<file path="src/rtl/crc4_check.sv">
// Bit-serial CRC checker: divides a {data, crc} codeword by a captured generator
// and reports data, syndrome and pass/fail once the last bit has been accepted.
module crc4_check #(
  parameter int WCODE = 5,
  parameter int WPOLY = 4
) (
  input  logic             i_clk,
  input  logic             i_rst,
  input  logic             i_valid,
  input  logic             i_bit,
  input  logic             i_sof,
  input  logic [WPOLY-1:0] i_poly,
  output logic             o_ready,
  output logic             o_busy,
  output logic             o_done,
  output logic             o_crc_ok,
  output logic [WPOLY-2:0] o_syndrome,
  output logic [WCODE-1:0] o_data,
  output logic             o_frame_err
);

  localparam int LEN = WCODE + WPOLY - 1;
  localparam int CW  = (LEN > 1) ? $clog2(LEN) : 1;
  localparam logic [CW-1:0] WCODE_C = CW'(WCODE);
  localparam logic [CW-1:0] LAST_C  = CW'(LEN - 1);

  typedef enum logic [1:0] {
    IDLE,
    RECV,
    DONE
  } state_t;

  state_t           state;
  logic [WPOLY-2:0] poly_q;
  logic [WPOLY-2:0] lfsr;
  logic [WCODE-1:0] data_sr;
  logic [CW-1:0]    cnt;

  logic             accept;
  logic [WPOLY-2:0] lfsr_base;
  logic [WPOLY-2:0] poly_sel;
  logic [WPOLY-2:0] lfsr_next;
  logic [WCODE-1:0] data_next;
  logic [CW-1:0]    cnt_next;

  assign accept = i_valid && o_ready;

  // An SOF bit always restarts the division from a zero remainder, whether the
  // checker was idle or mid-frame, so both cases share the same next-state terms.
  always_comb begin
    lfsr_base = i_sof ? '0 : lfsr;
    poly_sel  = i_sof ? i_poly[WPOLY-2:0] : poly_q;
    lfsr_next = {lfsr_base[WPOLY-3:0], i_bit}
              ^ (lfsr_base[WPOLY-2] ? poly_sel : '0);

    data_next = data_sr;
    if (i_sof) begin
      data_next = {{(WCODE-1){1'b0}}, i_bit};
    end else if (cnt < WCODE_C) begin
      data_next = {data_sr[WCODE-2:0], i_bit};
    end

    cnt_next = i_sof ? CW'(1) : cnt + CW'(1);
  end

  always_ff @(posedge i_clk or posedge i_rst) begin
    if (i_rst) begin
      state       <= IDLE;
      poly_q      <= '0;
      lfsr        <= '0;
      data_sr     <= '0;
      cnt         <= '0;
      o_ready     <= 1'b1;
      o_busy      <= 1'b0;
      o_done      <= 1'b0;
      o_crc_ok    <= 1'b0;
      o_syndrome  <= '0;
      o_data      <= '0;
      o_frame_err <= 1'b0;
    end else begin
      o_done      <= 1'b0;
      o_frame_err <= 1'b0;
      case (state)
        IDLE: begin
          if (accept && i_sof) begin
            poly_q  <= i_poly[WPOLY-2:0];
            lfsr    <= lfsr_next;
            data_sr <= data_next;
            cnt     <= cnt_next;
            state   <= RECV;
            o_busy  <= 1'b1;
          end
        end
        RECV: begin
          if (accept) begin
            lfsr    <= lfsr_next;
            data_sr <= data_next;
            cnt     <= cnt_next;
            if (i_sof) begin
              poly_q      <= i_poly[WPOLY-2:0];
              o_frame_err <= 1'b1;
            end else if (cnt == LAST_C) begin
              // Results are taken from the next-state terms so they appear with o_done.
              state      <= DONE;
              o_busy     <= 1'b0;
              o_ready    <= 1'b0;
              o_done     <= 1'b1;
              o_crc_ok   <= (lfsr_next == '0);
              o_syndrome <= lfsr_next;
              o_data     <= data_next;
            end
          end
        end
        DONE: begin
          state   <= IDLE;
          o_ready <= 1'b1;
        end
        default: begin
          state   <= IDLE;
          o_ready <= 1'b1;
          o_busy  <= 1'b0;
        end
      endcase
    end
  end

endmodule

</file>
<file path="config.mk">
export PLATFORM = sky130hd
export DESIGN_NAME = crc4_check
export DESIGN_NICKNAME = d
export VERILOG_FILES = /design/src/rtl/crc4_check.sv
export SDC_FILE = /design/constraint.sdc
export NUM_CORES = 1
export LEC_CHECK = 0
export ABC_AREA = 1
export CAP_MARGIN = 20
export CORE_AREA = 2 2 78 80
export CTS_BUF_LIST = sky130_fd_sc_hd__clkbuf_8 sky130_fd_sc_hd__clkbuf_16
export CTS_CLUSTER_DIAMETER = 60
export DETAILED_ROUTE_END_ITERATION = 16
export DIE_AREA = 0 0 80 82
export GPL_ROUTABILITY_DRIVEN = 0
export PLACE_DENSITY = 0.45
export SYNTH_ARGS = -nofsm -noshare
export SYNTH_HDL_FRONTEND = slang
export SYNTH_SLANG_ARGS = --single-unit
</file>
<file path="constraint.sdc">
create_clock -name i_clk -period 2.7 [get_ports i_clk]
set_clock_uncertainty 0.15 [all_clocks]
set_input_delay 0.54 -clock i_clk [delete_from_list [all_inputs] [get_ports i_clk]]
set_output_delay 0.54 -clock i_clk [all_outputs]
set_load 0.01 [all_outputs]
</file>
## After elaboration in Yosys (flattened, before gate mapping)

Index checks and enable logic that the tools add are counted.

- $add $sub $neg: 1
- Magnitude comparators: 1
- Equality and inequality tests: 7
- Muxes and demuxes: 36
- Bitwise operators: 4
- Reductions and logical operators: 10

Operator list:

| operator | number |
|---|---|
| 3-bit 2-to-1 mux | 10 |
| 5-bit 2-to-1 mux | 4 |
| 3-bit one-hot mux with 2 select lines | 3 |
| 4-bit AND reduction | 3 |
| 1-bit 2-to-1 mux | 11 |
| 5-bit one-hot mux with 2 select lines | 1 |
| 2-bit 2-to-1 mux | 4 |
| 2-bit != test, second input constant | 4 |
| 5-bit AND reduction | 1 |
| 2-bit one-hot mux with 2 select lines | 1 |
| 3-bit by 1-bit adder with 3-bit output, second input constant | 1 |
| 3-bit == test, second input constant | 1 |
| 3-bit logical NOT | 1 |
| 3-bit less-than comparator, second input constant | 1 |
| 1-bit inverter | 3 |
| 1-bit one-hot mux with 3 select lines | 1 |
| 3-bit AND reduction | 1 |
| 3-bit bitwise XOR | 1 |
| 2-bit by 1-bit == test with 1-bit output, second input constant | 1 |
| 2-bit == test, second input constant | 1 |
| 1-bit logical AND | 2 |
| 2-bit logical NOT | 1 |
| 1-bit one-hot mux with 2 select lines | 1 |
| 2-bit nonzero test | 1 |

- Register bits: 29
- Word-level logic and storage cells: 71

## Longest topological paths before layout

Gate-level depths: netlist of the first run.

- Depth in word-level cells: 5
- Gate-level depth with buffers: 9
- Mapped depth without buffers: 9

## Least setup slack after synthesis of the first run

OpenSTA, ideal clock, no wires.

- Kind: register to register
- Start: reg o_ready
- End: reg o_crc_ok
- Setup time: 0.065 ns
- Data arrival time: 1.288 ns
- Required time: 2.485 ns
- Setup slack: 1.197 ns
- Stages on the path, launching flop included: 8
- Path buffers: 1
- Period minus slack after synthesis: 1.503 ns
- Cells stage by stage: dfstp_2 > nand2_1 > inv_1 > nand3_2 > buf_4 > nor2_1 > nand2_1 > nand2_1

- Longest elaborated chain between the ends: 2

Ends and longest elaborated chain:

| item | line | RTL |
|---|---|---|
| start, declared | 13 | `output logic o_ready,` |
| start signal, assigned | 73 | `o_ready <= 1'b1;` |
| start signal, assigned | 106 | `o_ready <= 1'b0;` |
| start signal, assigned | 116 | `o_ready <= 1'b1;` |
| 1-bit logical AND | 46 | `assign accept = i_valid && o_ready;` |
| 4-bit AND reduction (no source line) | -- |  |
| end signal, assigned | 108 | `o_crc_ok <= (lfsr_next == '0);` |
| end, declared | 16 | `output logic o_crc_ok,` |

No other way between the ends.
A chain may end at the register's enable or synchronous reset.

## Worst setup path in the final report of the first run

- Start: reg o_ready
- End: out o_ready

No word-level cell between the ends.

==> key figures, run 1 <==
Worst hold path
  • WHS Path Cells: 2
  • Tightest Hold Check Type: flip-flop to flip-flop

STA
  • RSZ-0062 raised after global routing: no
  • Slew headroom: 72.9%
  • Setup WS post-layout: 655 ps
  • Final hold vios: 0
  • Final setup viols: 0
  • Slew Limit Fails: 0
  • Setup_tns: 0 ps
  • Crit share post-route: 75.7%
  • Worst Max-Slew Pin Slew: 407 ps
  • Fmax: 489 MHz
  • Post-layout minimum cycle time: 2050 ps

Worst setup path
  • Worst EP arrival: 1360 ps
  • Critical path capture point type: primary output
  • R2r startpoint: cnt[0]
  • Worst setup path category: flip-flop to primary output
  • R2r endpoint: o_data[0]
  • Slowest CP cell: dfstp_2
  • Critical Path Max Stage Delay: 540 ps
  • WP buf/inv: 1
  • CP Cell Sequence: clkdlybuf4s50_1
  • Flop2flop setup slack: 1090 ps
  • Worst EP required: 2010 ps
  • Delay-heaviest family, CP: flip-flops
  • Crit Path Max Fanout: 3
  • WP depth: 1
  • Setup crit start kind: flip-flop
  • Cells on worst reg2reg path: 8
  • Critical path capture point: o_ready
  • Crit path from: o_ready

Clock tree
  • CTS resizes: 0
  • Root Driver: clkbuf_8
  • Postcts setup bufs: 0
  • Clk sinks: 29
  • H-tree levels: 2
  • Clock latency on the worst-skew pair: 280 ps
  • Post-CTS Hold Buffers: 0
  • Clock buffer depth: 2
  • CTS tree: done
  • CTS Buf Count: 5
  • CTS clk-pin slew, worst paths: 60 ps

Status
  • Status: finished clean

Synth
  • Sequential area share after synthesis: 52.8%
  • #FFs+latches synth: 29
  • Multiplexer share of the synthesized area: 0%
  • Synth Cell Area: 1380 um^2
  • Syn nets: 176
  • Synthesis Warnings: 0
  • Post-synthesis cell type count: 20
  • Synth Area per Inst: 8.34 um^2
  • Synth Area in Adders: 1.82%
  • Largest family of logic cells by synthesized area: simple AND/OR/NAND/NOR gates
  • Post-Synth XOR/XNOR Area: 0%
  • Synth Area in Compound Gates: 3.64%
  • Simple-Gate Fraction of Synth Area: 33.9%
  • Gate Count Post-Synth: 165

Floorplanning
  • Die height: 82 um
  • Initial core utilization: 24.0%
  • DIE WIDTH: 80 um
  • Row cnt: 28
  • Core Region: 5750 um^2
  • Num ports: 22
  • Die ar.: 6560 um^2

Layout
  • Cell Count, Final, Fillers Out: 267
  • # diodes: 0
  • Nets: 202
  • Layout area overhead: 27.3%
  • Share of layout cells above drive strength 1: 8.85%
  • Final Core Density: 30.5%

Global routing
  • Largest net degree at the start of global routing: 30
  • First-pass GRT wire length: 5600 um
  • GRT Util Overall: 11.2%
  • Vias in the first global route: 1191
  • Initial antenna violation count: 0
  • GR Overflow Total: 0

Routing
  • 1st-iter DRT viols: 80
  • First-pass DRT Iterations: 4
  • DR WL met2: 1310 um
  • Final WL: 2990 um
  • Post-route ant nets: 0
  • Max layer used: met4
  • Wire length per cell: 11.2 um
  • Vias: 1106
  • WL met3: 80 um
  • Vias per cell: 4.14
  • # DRC: 0
  • Met1 wire length: 1550 um

Placed design
  • IO Port Bufs: 20
  • Placed Cells: 259
  • Dpl hpwl: 2050 um
  • Pre-CTS WS: 430 ps

Flow run
  • Max-Cap Viols: 0

Power
  • Leakage: 0.000903 uW
  • PD cells: 845 nW/um^2
  • Max VDD drop: 0.349 mV
-- layout make-up --
| class | count | area [um^2] |
|---|---|---|
| fillers | 656 | 3990 |
| inverters | 19 | 71.3 |
| well taps | 75 | 93.8 |
| clock buffers | 6 | 82.6 |
| repair buffers | 22 | 228 |
| clock inverters | 2 | 7.51 |
| multi-input cells | 114 | 542 |
| flip-flops and latches | 29 | 727 |
-- cells in the final DEF (no fill, tap or decap), types with 3 or more instances in the layout --
cell type / synthesis / final
nand2_1: 60 / 60
dfrtp_1: 28 / 28
nand3_1: 22 / 22
clkdlybuf4s50_1: 0 / 20
inv_1: 17 / 19
nor2_1: 10 / 10
o21ai_0: 9 / 9
clkbuf_8: 1 / 6
nand4_1: 3 / 3
-- how the worst min path moves through the flow --
stage	startpoint	to	slack [ps]
3_5_place_dp	o_busy	o_busy	320
4_1_cts	o_busy	o_busy	330
6_report	o_busy	o_busy	320
2_1_floorplan	data_sr[4]	data_sr[4]	330
5_1_grt	o_syndrome[2]	o_syndrome[2]	350
3_3_place_gp	o_busy	o_busy	320
-- metrics by stage --
| stage | hold slack (ps) | instance area (um^2) | total power (uW) |
|---|---|---|---|
| 2_1_floorplan | 326 | 1380 | 962 |
| 3_3_place_gp | 322 | 1660 | 1130 |
| 3_5_place_dp | 315 | 1660 | 1130 |
| 4_1_cts | 331 | 1750 | 1500 |
| 5_1_grt | 350 | 1750 | 1610 |
| 6_report | 325 | 1750 | 1480 |
-- registers in the layout, summed over array words and instances (netlist names) --
| register | flops |
|---|---|
| cnt | 3 |
| data_sr | 5 |
| lfsr | 3 |
| o_busy | 1 |
| o_crc_ok | 1 |
| o_data | 5 |
| o_done | 1 |
| o_frame_err | 1 |
| o_ready | 1 |
| o_syndrome | 3 |
| poly_q | 3 |
| state | 2 |
-- synthesized netlist by cell type (all sizes together) --
| master | number | area (um^2) |
|---|---|---|
| a21oi | 1 | 5.00 |
| buf | 2 | 22.5 |
| clkbuf | 1 | 13.8 |
| dfrtp | 28 | 701 |
| dfstp | 1 | 26.3 |
| ha | 2 | 25.0 |
| inv | 19 | 71.3 |
| nand2 | 62 | 248 |
| nand3 | 24 | 138 |
| nand3b | 1 | 7.51 |
| nand4 | 3 | 18.8 |
| nor2 | 12 | 55.1 |
| o21ai | 9 | 45.0 |
-- layer usage --
metal | vias up | global-route usage (%)
li1 | 572 | -
met1 | 513 | 14.1
met2 | 14 | 17.9
met3 | 7 | 3.30
met4 | 0 | 4.58
met5 | - | 0
-- logic make-up (layout without fill, tap and decap cells) --
family	count (synthesis)	in the layout
and+or+nand+nor	102	102
DFF	29	29
buffers and inverters	22	49
AOI/OAI and AO/OA	10	10
adders and majority gates	2	2
-- where the power goes --
group | internal, uW | switching [uW] | total (uW)
sequential | 566 | 81.9 | 647
clock | 200 | 165 | 365
combinational | 201 | 267 | 468
(Power assumes the default switching activity.)
==> run 2, diff against run 1 <==
- clock period: 2.7 -> 2.1 ns (I/O delays scaled with it)
==> run 2 against run 1 <==
  * Flip-flop and latch count is the same
  * Worst setup slack worse by 470 ps
  * Register-to-register slack got worse by 550 ps
  * Critical path type unchanged
  * Largest cell class unchanged
==> key figures, run 2 (synthesis gave the netlist of run 1 again) <==
Status
  • Status: finished clean

STA
  • Fmax: 522 MHz
  • Post-layout minimum cycle time: 1910 ps
  • Final setup viols: 0
  • Slew Limit Fails: 0
  • Worst Max-Slew Pin Slew: 428 ps
  • Final hold vios: 0
  • RSZ-0062 raised after global routing: no
  • Crit share post-route: 91.2%
  • Setup_tns: 0 ps
  • Slew headroom: 71.4%

Floorplanning
  • DIE WIDTH: 80 um
  • Die ar.: 6560 um^2
  • Initial core utilization: 24.0%
  • Row cnt: 28
  • Die height: 82 um
  • Num ports: 22
  • Core Region: 5750 um^2

Clock tree
  • Clk sinks: 29
  • CTS clk-pin slew, worst paths: 70 ps
  • Root Driver: clkbuf_8
  • Postcts setup bufs: 0
  • Clock buffer depth: 2
  • H-tree levels: 2
  • CTS tree: done
  • Clock latency on the worst-skew pair: 280 ps
  • CTS Buf Count: 5
  • CTS resizes: 0
  • Post-CTS Hold Buffers: 0

Layout
  • # diodes: 0
  • Nets: 204
  • Most frequent cells in the layout: nand2_1, dfrtp_1, nand3_1
  • Layout area overhead: 29.2%
  • Cell Count, Final, Fillers Out: 269
  • Filler cells: 642
  • Commonest non-fill, non-tap cell in the layout: nand2_1
  • Regs by FF count: data_sr x5, o_data x5
  • Share of layout cells above drive strength 1: 10.8%

Worst setup path
  • Slowest CP cell: dfstp_2
  • Worst EP required: 1530 ps
  • Crit Path Max Fanout: 3
  • WP buf/inv: 1
  • CP Cell Sequence: clkdlybuf4s50_1
  • Cells on worst reg2reg path: 8
  • Critical Path Max Stage Delay: 540 ps
  • R2r endpoint: o_data[0]
  • Flop2flop setup slack: 540 ps
  • Critical path capture point type: primary output
  • Worst setup path category: flip-flop to primary output
  • R2r startpoint: cnt[1]
  • Worst EP arrival: 1340 ps
  • Delay-heaviest family, CP: flip-flops
  • Setup crit start kind: flip-flop

Worst hold path
  • Hold EP: o_syndrome[0]
  • HP Start: o_syndrome[0]
  • WHS Path Cells: 2
  • Tightest Hold Check Type: flip-flop to flip-flop

Global routing
  • First-pass GRT wire length: 5240 um
  • Vias in the first global route: 1112
  • Initial antenna violation count: 0
  • GR Overflow Total: 0
  • Largest net degree at the start of global routing: 30
  • GRT Util Overall: 10.5%

Power
  • Tot Pwr: 1940 uW
  • PD cells: 1090 nW/um^2
  • Leakage: 0.000912 uW
  • Max VDD drop: 0.376 mV

Routing
  • 1st-iter DRT viols: 57
  • First-pass DRT Iterations: 4
  • Vias: 1108
  • Vias per cell: 4.12
  • Post-route ant nets: 0
  • Wire length per cell: 10.8 um
  • Final WL: 2920 um
  • # DRC: 0

Flow run
  • Max-Cap Viols: 0

Placed design
  • Placed Cells: 261
  • IO Port Bufs: 20
  • Dpl hpwl: 2040 um
-- run 2: cell count changes in the layout (fill, tap and decap cells not counted), sizes merged --
cell / before / now
clkinv: 0 / 1
buf: 2 / 4
inv: 21 / 19
clkbuf: 6 / 7
-- run 2: stage by stage --
stage	setup WS, ps	hold WS (ps)	instance area [um^2]	utilization (%)
floorplan	597	326	1380	-
global placement	131	316	1680	29.2
detailed placement	135	318	1680	29.2
CTS	159	335	1780	30.9
global route	134	356	1780	30.9
finish	185	330	1780	30.9
-- run 2: cell type report --
cell class              count  area [um^2]  area share [%]
multi-input cells         114          542            30.5
repair buffers             24          243            13.7
inverters                  19         71.3            4.01
clock buffers               7         96.3            5.42
well taps                  75         93.8            5.28
flip-flops and latches     29          727            40.9
clock inverters             1         5.00           0.281
-- run 2: per-layer routing --
| layer | track usage [%] | part of all wire [%] | wire (um) |
|---|---|---|---|
| met1 | 13.7 | 50 | 1450 |
| met2 | 16.3 | 46 | 1340 |
| met3 | 2.31 | 2.6 | 76 |
| met4 | 5.59 | 2.0 | 58 |
| met5 | 0 | 0 | 0 |
-- run 2: worst reg2reg max path: stages (launching register included) --
cell     delay (ps)
dfrtp_1         360
ha_1            160
ha_1            150
inv_1            40
nor2_1          150
nand3_2         130
inv_2           190
nand3_1         110
nand2_1          70
-- run 2: worst max path at each step --
| stage | cells after the start | end | startpoint | slack, ps |
|---|---|---|---|---|
| floorplan | 7 | o_crc_ok | o_ready | 600 |
| global placement | 9 | o_crc_ok | i_sof | 130 |
| detailed placement | 9 | o_crc_ok | i_sof | 140 |
| CTS | 1 | o_ready | o_ready | 160 |
| global route | 1 | o_ready | o_ready | 130 |
| finish | 1 | o_ready | o_ready | 190 |
-- run 2: report_power, final --
group | internal (uW) | leakage (uW) | switching (uW) | total [uW]
combinational | 262 | 0.000483 | 339 | 601
clock | 296 | 0.0000542 | 212 | 508
sequential | 727 | 0.000375 | 107 | 834
total | 1280 | 0.000912 | 658 | 1940
==> run 3, diff against run 2 <==
- CTS_CLUSTER_SIZE: unset -> 28
- SLEW_MARGIN: unset -> 20
==> results of run 3 <==
No change in the layout: final DEF, timing and power equal those of run 2.
